--- config.mk ---
export PLATFORM = sky130hd
export DESIGN_NAME = cpu6_memarb
export DESIGN_NICKNAME = d
export VERILOG_FILES = /design/src/rtl/cpu6_memarb.sv
export SDC_FILE = /design/constraint.sdc
export NUM_CORES = 1
export LEC_CHECK = 0
export ABC_AREA = 1
export CAP_MARGIN = 20
export CORE_ASPECT_RATIO = 2
export CORE_MARGIN = 8
export CORE_UTILIZATION = 41
export DETAILED_ROUTE_END_ITERATION = 12
export PLACE_DENSITY = 0.8
export SETUP_SLACK_MARGIN = 0.05
export SYNTH_ARGS = -nofsm -noshare
export SYNTH_HDL_FRONTEND = slang
export SYNTH_SLANG_ARGS = --single-unit
--- constraint.sdc ---
create_clock -name clk -period 1.9 [get_ports clk]
set_input_delay 0.285 -clock clk [delete_from_list [all_inputs] [get_ports clk]]
set_output_delay 0.285 -clock clk [all_outputs]
set_load 0.005 [all_outputs]
--- src/rtl/cpu6_memarb.sv ---
// cpu6 shared memory port arbiter: IF vs LS, registered bus request,
// store lane masks, completion and read-data return.
module cpu6_memarb #(
   parameter int ADDR_W      = 32,
   parameter int MAX_DSTREAK = 4
) (
   input  logic              clk,
   input  logic              resetn,
   input  logic              if_req,
   input  logic [ADDR_W-1:0] if_addr,
   output logic              if_ack,
   input  logic              ls_req,
   input  logic              ls_we,
   input  logic [1:0]        ls_size,
   input  logic [ADDR_W-1:0] ls_addr,
   input  logic [31:0]       ls_wdata,
   output logic              ls_ack,
   output logic              ls_err,
   output logic [31:0]       rdata,
   output logic              mem_req,
   output logic              mem_we,
   output logic [ADDR_W-1:0] mem_addr,
   output logic [3:0]        mem_wmask,
   output logic [31:0]       mem_wdata,
   input  logic              mem_ack,
   input  logic [31:0]       mem_rdata
);

   typedef enum logic [1:0] {
      IDLE,
      BUS_IF,
      BUS_LS,
      ERR
   } state_t;

   localparam logic [3:0] SMAX = 4'(MAX_DSTREAK);

   state_t            state, state_n;
   logic [3:0]        streak, streak_n;
   logic              if_ack_n, ls_ack_n, ls_err_n;
   logic [31:0]       rdata_n;
   logic              mem_req_n, mem_we_n;
   logic [ADDR_W-1:0] mem_addr_n;
   logic [3:0]        mem_wmask_n;
   logic [31:0]       mem_wdata_n;

   logic              ls_bad;
   logic              ls_win, if_win;
   logic [3:0]        ls_mask;
   logic [31:0]       ls_lane;
   logic              unused_if_lsb;

   assign unused_if_lsb = ^if_addr[1:0];

   assign ls_bad = (ls_size == 2'd3)
                 | ((ls_size == 2'd1) & ls_addr[0])
                 | ((ls_size == 2'd2) & (|ls_addr[1:0]));

   // LS has priority until it has starved a pending fetch MAX_DSTREAK times
   assign ls_win = ls_req & (~if_req | (streak != SMAX));
   assign if_win = if_req & ~ls_win;

   always_comb begin
      ls_mask = 4'b1111;
      ls_lane = ls_wdata;
      unique case (1'b1)
         ls_size == 2'd0: begin
            ls_mask = 4'b0001 << ls_addr[1:0];
            ls_lane = {4{ls_wdata[7:0]}};
         end
         ls_size == 2'd1: begin
            ls_mask = 4'b0011 << ls_addr[1:0];
            ls_lane = {2{ls_wdata[15:0]}};
         end
         default: begin
            ls_mask = 4'b1111;
            ls_lane = ls_wdata;
         end
      endcase
   end

   always_comb begin
      state_n     = state;
      streak_n    = streak;
      if_ack_n    = 1'b0;
      ls_ack_n    = 1'b0;
      ls_err_n    = 1'b0;
      rdata_n     = rdata;
      mem_req_n   = mem_req;
      mem_we_n    = mem_we;
      mem_addr_n  = mem_addr;
      mem_wmask_n = mem_wmask;
      mem_wdata_n = mem_wdata;
      unique case (state)
         IDLE: begin
            if (ls_win) begin
               if (!if_req)
                  streak_n = 4'd0;
               else if (streak != SMAX)
                  streak_n = streak + 4'd1;
               if (ls_bad) begin
                  state_n = ERR;
               end else begin
                  state_n     = BUS_LS;
                  mem_req_n   = 1'b1;
                  mem_we_n    = ls_we;
                  mem_addr_n  = {ls_addr[ADDR_W-1:2], 2'b00};
                  mem_wmask_n = ls_we ? ls_mask : 4'b0000;
                  mem_wdata_n = ls_we ? ls_lane : 32'd0;
               end
            end else if (if_win) begin
               streak_n    = 4'd0;
               state_n     = BUS_IF;
               mem_req_n   = 1'b1;
               mem_we_n    = 1'b0;
               mem_addr_n  = {if_addr[ADDR_W-1:2], 2'b00};
               mem_wmask_n = 4'b0000;
               mem_wdata_n = 32'd0;
            end
         end
         BUS_IF: begin
            if (mem_ack) begin
               state_n   = IDLE;
               mem_req_n = 1'b0;
               rdata_n   = mem_rdata;
               if_ack_n  = 1'b1;
            end
         end
         BUS_LS: begin
            if (mem_ack) begin
               state_n   = IDLE;
               mem_req_n = 1'b0;
               rdata_n   = mem_rdata;
               ls_ack_n  = 1'b1;
            end
         end
         ERR: begin
            state_n  = IDLE;
            ls_ack_n = 1'b1;
            ls_err_n = 1'b1;
         end
         default: state_n = IDLE;
      endcase
   end

   always_ff @(posedge clk or negedge resetn) begin
      if (!resetn) begin
         state     <= IDLE;
         streak    <= 4'd0;
         if_ack    <= 1'b0;
         ls_ack    <= 1'b0;
         ls_err    <= 1'b0;
         rdata     <= 32'd0;
         mem_req   <= 1'b0;
         mem_we    <= 1'b0;
         mem_addr  <= '0;
         mem_wmask <= 4'b0000;
         mem_wdata <= 32'd0;
      end else begin
         state     <= state_n;
         streak    <= streak_n;
         if_ack    <= if_ack_n;
         ls_ack    <= ls_ack_n;
         ls_err    <= ls_err_n;
         rdata     <= rdata_n;
         mem_req   <= mem_req_n;
         mem_we    <= mem_we_n;
         mem_addr  <= mem_addr_n;
         mem_wmask <= mem_wmask_n;
         mem_wdata <= mem_wdata_n;
      end
   end

endmodule

### Yosys cells after proc, flatten, opt, wreduce, memory -nomap -nowiden

Index checks and enable logic that the tools add are counted.

| storage, ports and cells | value |
|---|---|
| bits of input ports | 136 |
| output and inout port bits | 105 |
| logic and storage cells | 79 |
| register bits | 111 |

| cells by class | value |
|---|---|
| bitwise gates (word level) | 9 |
| eq/ne operators | 12 |
| shift-type cells | 2 |
| reductions and logical operators | 11 |
| add/sub/neg operators | 1 |
| muxes and demuxes | 33 |

Operators by type and width:

| cell | count |
|---|---|
| $mux 32 | 7 |
| $pmux 32 s2 | 1 |
| $mux 4 | 7 |
| $mux 1 | 11 |
| $eq 2x2->1 const B | 4 |
| $pmux 4 s2 | 1 |
| $mux 2 | 3 |
| $ne 3x3->1 const B | 2 |
| $pmux 2 s3 | 1 |
| $reduce_and 3->1 | 2 |
| $add 4x1->4 const B | 1 |
| $and 1x1->1 | 4 |
| $eq 2x1->1 const B | 2 |
| $logic_not 2->1 | 2 |
| $ne 4x3->1 const B | 1 |
| $pmux 1 s2 | 2 |
| $reduce_and 2->1 | 2 |
| $reduce_and 4->1 | 1 |
| $reduce_bool 2->1 | 2 |
| $reduce_or 2->1 | 2 |
| $shl 1x2->4 const A | 1 |
| $shl 2x2->4 const A | 1 |
| $ne 3x2->1 const B | 1 |
| $or 1x1->1 | 3 |
| 3 further kinds | 4 |

### Logic depth before layout (Yosys ltp)

| depth | value |
|---|---|
| word-level depth | 8 |
| mapped depth | 11 |
| depth with buffers taken out | 9 |

### Worst setup path before layout

Ideal clock, no wire load.

| path | value |
|---|---|
| path type | register to register |
| start point | register state[0] |
| end point | register mem_wdata[16] |
| cell stages (with the launch flop) | 11 |
| slack | 0.227 ns |
| data arrival time | 1.599 ns |
| buffers on the path | 2 |
| clock period less this slack | 1.673 ns |
| data required time | 1.826 ns |
| library setup time | 0.074 ns |
| path through | dfrtp_1 > inv_1 > ha_1 > inv_1 > nor2_8 > inv_2 > nor2_8 > nand2_1 > buf_2 > buf_6 > o21ai_2 |

| between the ends | value |
|---|---|
| cells in the longest elaborated chain, start to end | 2 |

RTL lines:

| item | line | RTL |
|---|---|---|
| start: declaration | 38 | `state_t state, state_n;` |
| start signal: assignment | 160 | `state <= state_n;` |
| $logic_not 2->1 | 94 | `unique case (state)` |
| $reduce_and 3->1 (no line) | -- |  |
| end signal: assignment | 170 | `mem_wdata <= mem_wdata_n;` |
| end: declaration | 24 | `output logic [31:0] mem_wdata,` |

Every way passes these cells.
A chain may end at the register's enable or synchronous reset.

### Worst setup path after layout

| path | value |
|---|---|
| start point | register state[0] |
| end point | register mem_wdata[23] |

Same word-level chain as after synthesis.

==> results.toml <==
[placed_design]
io_buffers = 236
place_ws_ps = -212.9
place_inst = 959
gp_congestion = 0.8266
dpl.hpwl_mm = 12.64

[cts]
ctsRootBufferMaster = "clkbuf_16"
clk_latency_ps = 350
cts_buffers = 9
postCtsSetupBuffers = 0
cts_max_path_buffers = 2
cts_max_level = 3
cts.sinks = 109
cts_tree = "done"
clkTransAtPathRegs_ps = 70

[yosys]
ys.flop_type = "dfrtp_1"
synth_top_area_share = 0.5331
yosys.area.top_type = "dfrtp_1"
avgSynthCellArea_sq_um = 8.776
synth-seq-cells = 109
synth_area_leaders = "dfrtp_1 53%, nand2_1 15%, nand3_1 7.0%"
synth-edff-count = 0
yosysWarningCount = 0
synthTopCellsByCount = "199 x nand2_1, 109 x dfrtp_1, 72 x nand3_1"
synth_seq_area_share = 0.5331
synth.distinct_cells = 27
synth_most_common_cell = "nand2_1"
syn_inst = 583
async_flop_share = 1.000
syn_area_sq_um = 5116

[timing]
grt_setup_unrepaired = "no"
slew_violations = 0
tightestPinTransition_ps = 589.1
whs_ps = 415.7
layout_setup_ws_ps = 205.0
fin_crit_sh = 0.8921
skew_ps = 14.04
finalSetupViolCount = 0
min_period_ps = 1695
hold_violations = 0
fmax_mhz = 590.0
slew-limit-headroom = 0.6069

[power_and_ir_drop]
ir_drop_mv = 0.8524
netSwitchingFraction = 0.3235
static-leakage-power_nw = 3.798
p_comb_frac = 0.461
power.switching_mw = 3.324
p_int_mw = 6.950
p_total_mw = 10.27
clkPwrFrac = 0.176
p_seq_frac = 0.363
p_per_area_nw_per_um2 = 1274

[grt]
grt_max_degree = 47
grt_usage = 0.1975
overflow = 0
antenna_found_initial = 0
grt_pass1_wl_mm = 25.91
grt_pass1_vias = 5124

[finish]
seq_area_sq_um = 2728
num-fill-cells = 1042
area_growth_pct = 57.69
stdcell_count = 976
postLayoutCoreUtil = 0.6501
diodes = 0
multi_input_area_sq_um = 2126
final_nets = 963
drive_gt1_frac = 0.1114

[critical_path]
worstSetupStartpointType = "flip-flop"
end_kind = "flip-flop"
cp.arrival_ps = 1950
crit_type = "flip-flop to flip-flop"
worstPathRequired_ps = 2160
crit_fanout = 29

[detailed_routing]
postRouteAntennaNets = 0
via_count = 4868
wl_per_cell_microns = 16.59
drc = 0
drt-vias-per-instance = 4.988
dr.pass1.iters = 5
routed_wl_mm = 16.20
drt_iter0_markers = 152

[floorplan]
core.rowCount = 58
initial_core_util = 0.4123
coreArea_sq_um = 12410
chipHeight_microns = 174.0
dieWidth_microns = 94.99
io_pins = 241
die_area_sq_um = 16530

[outcome]
status = "completed"

[worst_hold_path]
holdCritPathClass = "input pin to asynchronous set/reset pin"

[job]
drv_cap = 0
==> worst paths after layout <==
kind / to / slack (ps) / cells past startpoint / start
max: mem_wdata[23]$_DFFE_PN0P_ / 200 / 9 / state[0]$_DFFE_PN0P_
min: rdata[29]$_DFFE_PN0P_ / 420 / 2 / resetn
max reg2reg: mem_wdata[23]$_DFFE_PN0P_ / 200 / 9 / state[0]$_DFFE_PN0P_
min reg2reg: mem_addr[18]$_DFFE_PN0P_ / 480 / 2 / mem_addr[18]$_DFFE_PN0P_
max in group asynchronous: mem_addr[14]$_DFFE_PN0P_ / 900 / 3 / resetn
min in group clk: mem_addr[18]$_DFFE_PN0P_ / 480 / 2 / mem_addr[18]$_DFFE_PN0P_
==> cell usage in the layout (no fill, tap or decap) <==
cell type / netlist / layout
a21o_1: 1 / 1
a21oi_1: 14 / 14
buf_12: 0 / 7
buf_4: 6 / 18
clkbuf_16: 0 / 9
clkbuf_8: 0 / 1
clkdlybuf4s50_1: 0 / 235
clkinv_4: 0 / 3
conb_1: 1 / 2
dfrtp_1: 109 / 109
dlygate4sd3_1: 0 / 1
ha_1: 6 / 5
ha_2: 0 / 1
inv_1: 24 / 24
inv_2: 2 / 2
inv_6: 0 / 3
mux2_2: 32 / 32
nand2_1: 199 / 198
nand2_2: 0 / 1
nand3_1: 72 / 72
nand4_1: 1 / 1
nor2_1: 32 / 31
nor2_2: 1 / 2
nor2_4: 1 / 1
nor2_8: 2 / 2
o21a_1: 1 / 1
o21ai_0: 34 / 33
o21ai_1: 1 / 2
o21ai_2: 10 / 10
o22ai_1: 3 / 3
xor2_1: 2 / 2
==> routing by layer <==
metal / up-vias / wire [microns] / GRT usage
li1: 2354 / - / -
met1: 2266 / 6017 / 0.2263
met2: 229 / 7681 / 0.3149
met3: 19 / 2212 / 0.09162
met4: 0 / 284 / 0.06361
met5: - / 0 / 0
==> cell families (layout without fill, tap and decap cells) <==
kind of cell	after synthesis	after routing	share of synthesized area
AOI/OAI and AO/OA	64	64	0.07166
xor gates and xnor gates	2	2	0.003424
adders and majority gates	6	6	0.01467
buffers and inverters	61	303	0.05356
DFF	109	109	0.5331
muxes	32	32	0.07043
other	1	2	0.0007330
and+or+nand+nor	308	308	0.2524
==> area by class of cell <==
| class | instances | share of cell area |
|---|---|---|
| multi-input cells | 414 | 0.2635 |
| repair buffers | 261 | 0.3269 |
| well taps | 150 | 0.02326 |
| clock inverters | 6 | 0.006514 |
| clock buffers | 10 | 0.02962 |
| inverters | 26 | 0.01210 |
| flip-flops and latches | 109 | 0.3381 |
==> state kept, by name, summed over array words and instances (netlist names), 2 cells and up <==
register and flops:
streak 4, mem_addr 30, mem_wmask 4, state 2, mem_wdata 32, rdata 32
==> through the flow <==
step,setup TNS [ps],cell area [sq um]
2_1_floorplan,0,5120
3_3_place_gp,-1866,7761
3_5_place_dp,-2752,7761
4_1_cts,0,8063
5_1_grt,0,8068
6_report,0,8068
==> worst max-delay path, stage by stage, from the launching register on <==
cell	delay, ps
dfrtp_1	410
inv_1	120
ha_2	220
inv_1	110
nor2_8	160
inv_2	80
nor2_8	80
nand2_1	90
buf_12	180
o21ai_0	170
==> power groups by stage <==
stage	combinational (mW)	clock [mW]	sequential [mW]
finish	4.74	1.81	3.73
global route	5.19	1.96	3.85
CTS	4.81	1.88	3.73
detailed placement	4.79	0	3.77
global placement	4.68	0	3.72
floorplan	1.93	0	3.80
==> timing repair <==
item / in CTS / in global routing
gates resized for setup: 0 / 3
hold endpoints to repair: 26 / 0
endpoints found under the setup margin: 0 / 23
hold buffers: 1 / 0
Note: power is estimated with default switching activity, not from simulation.
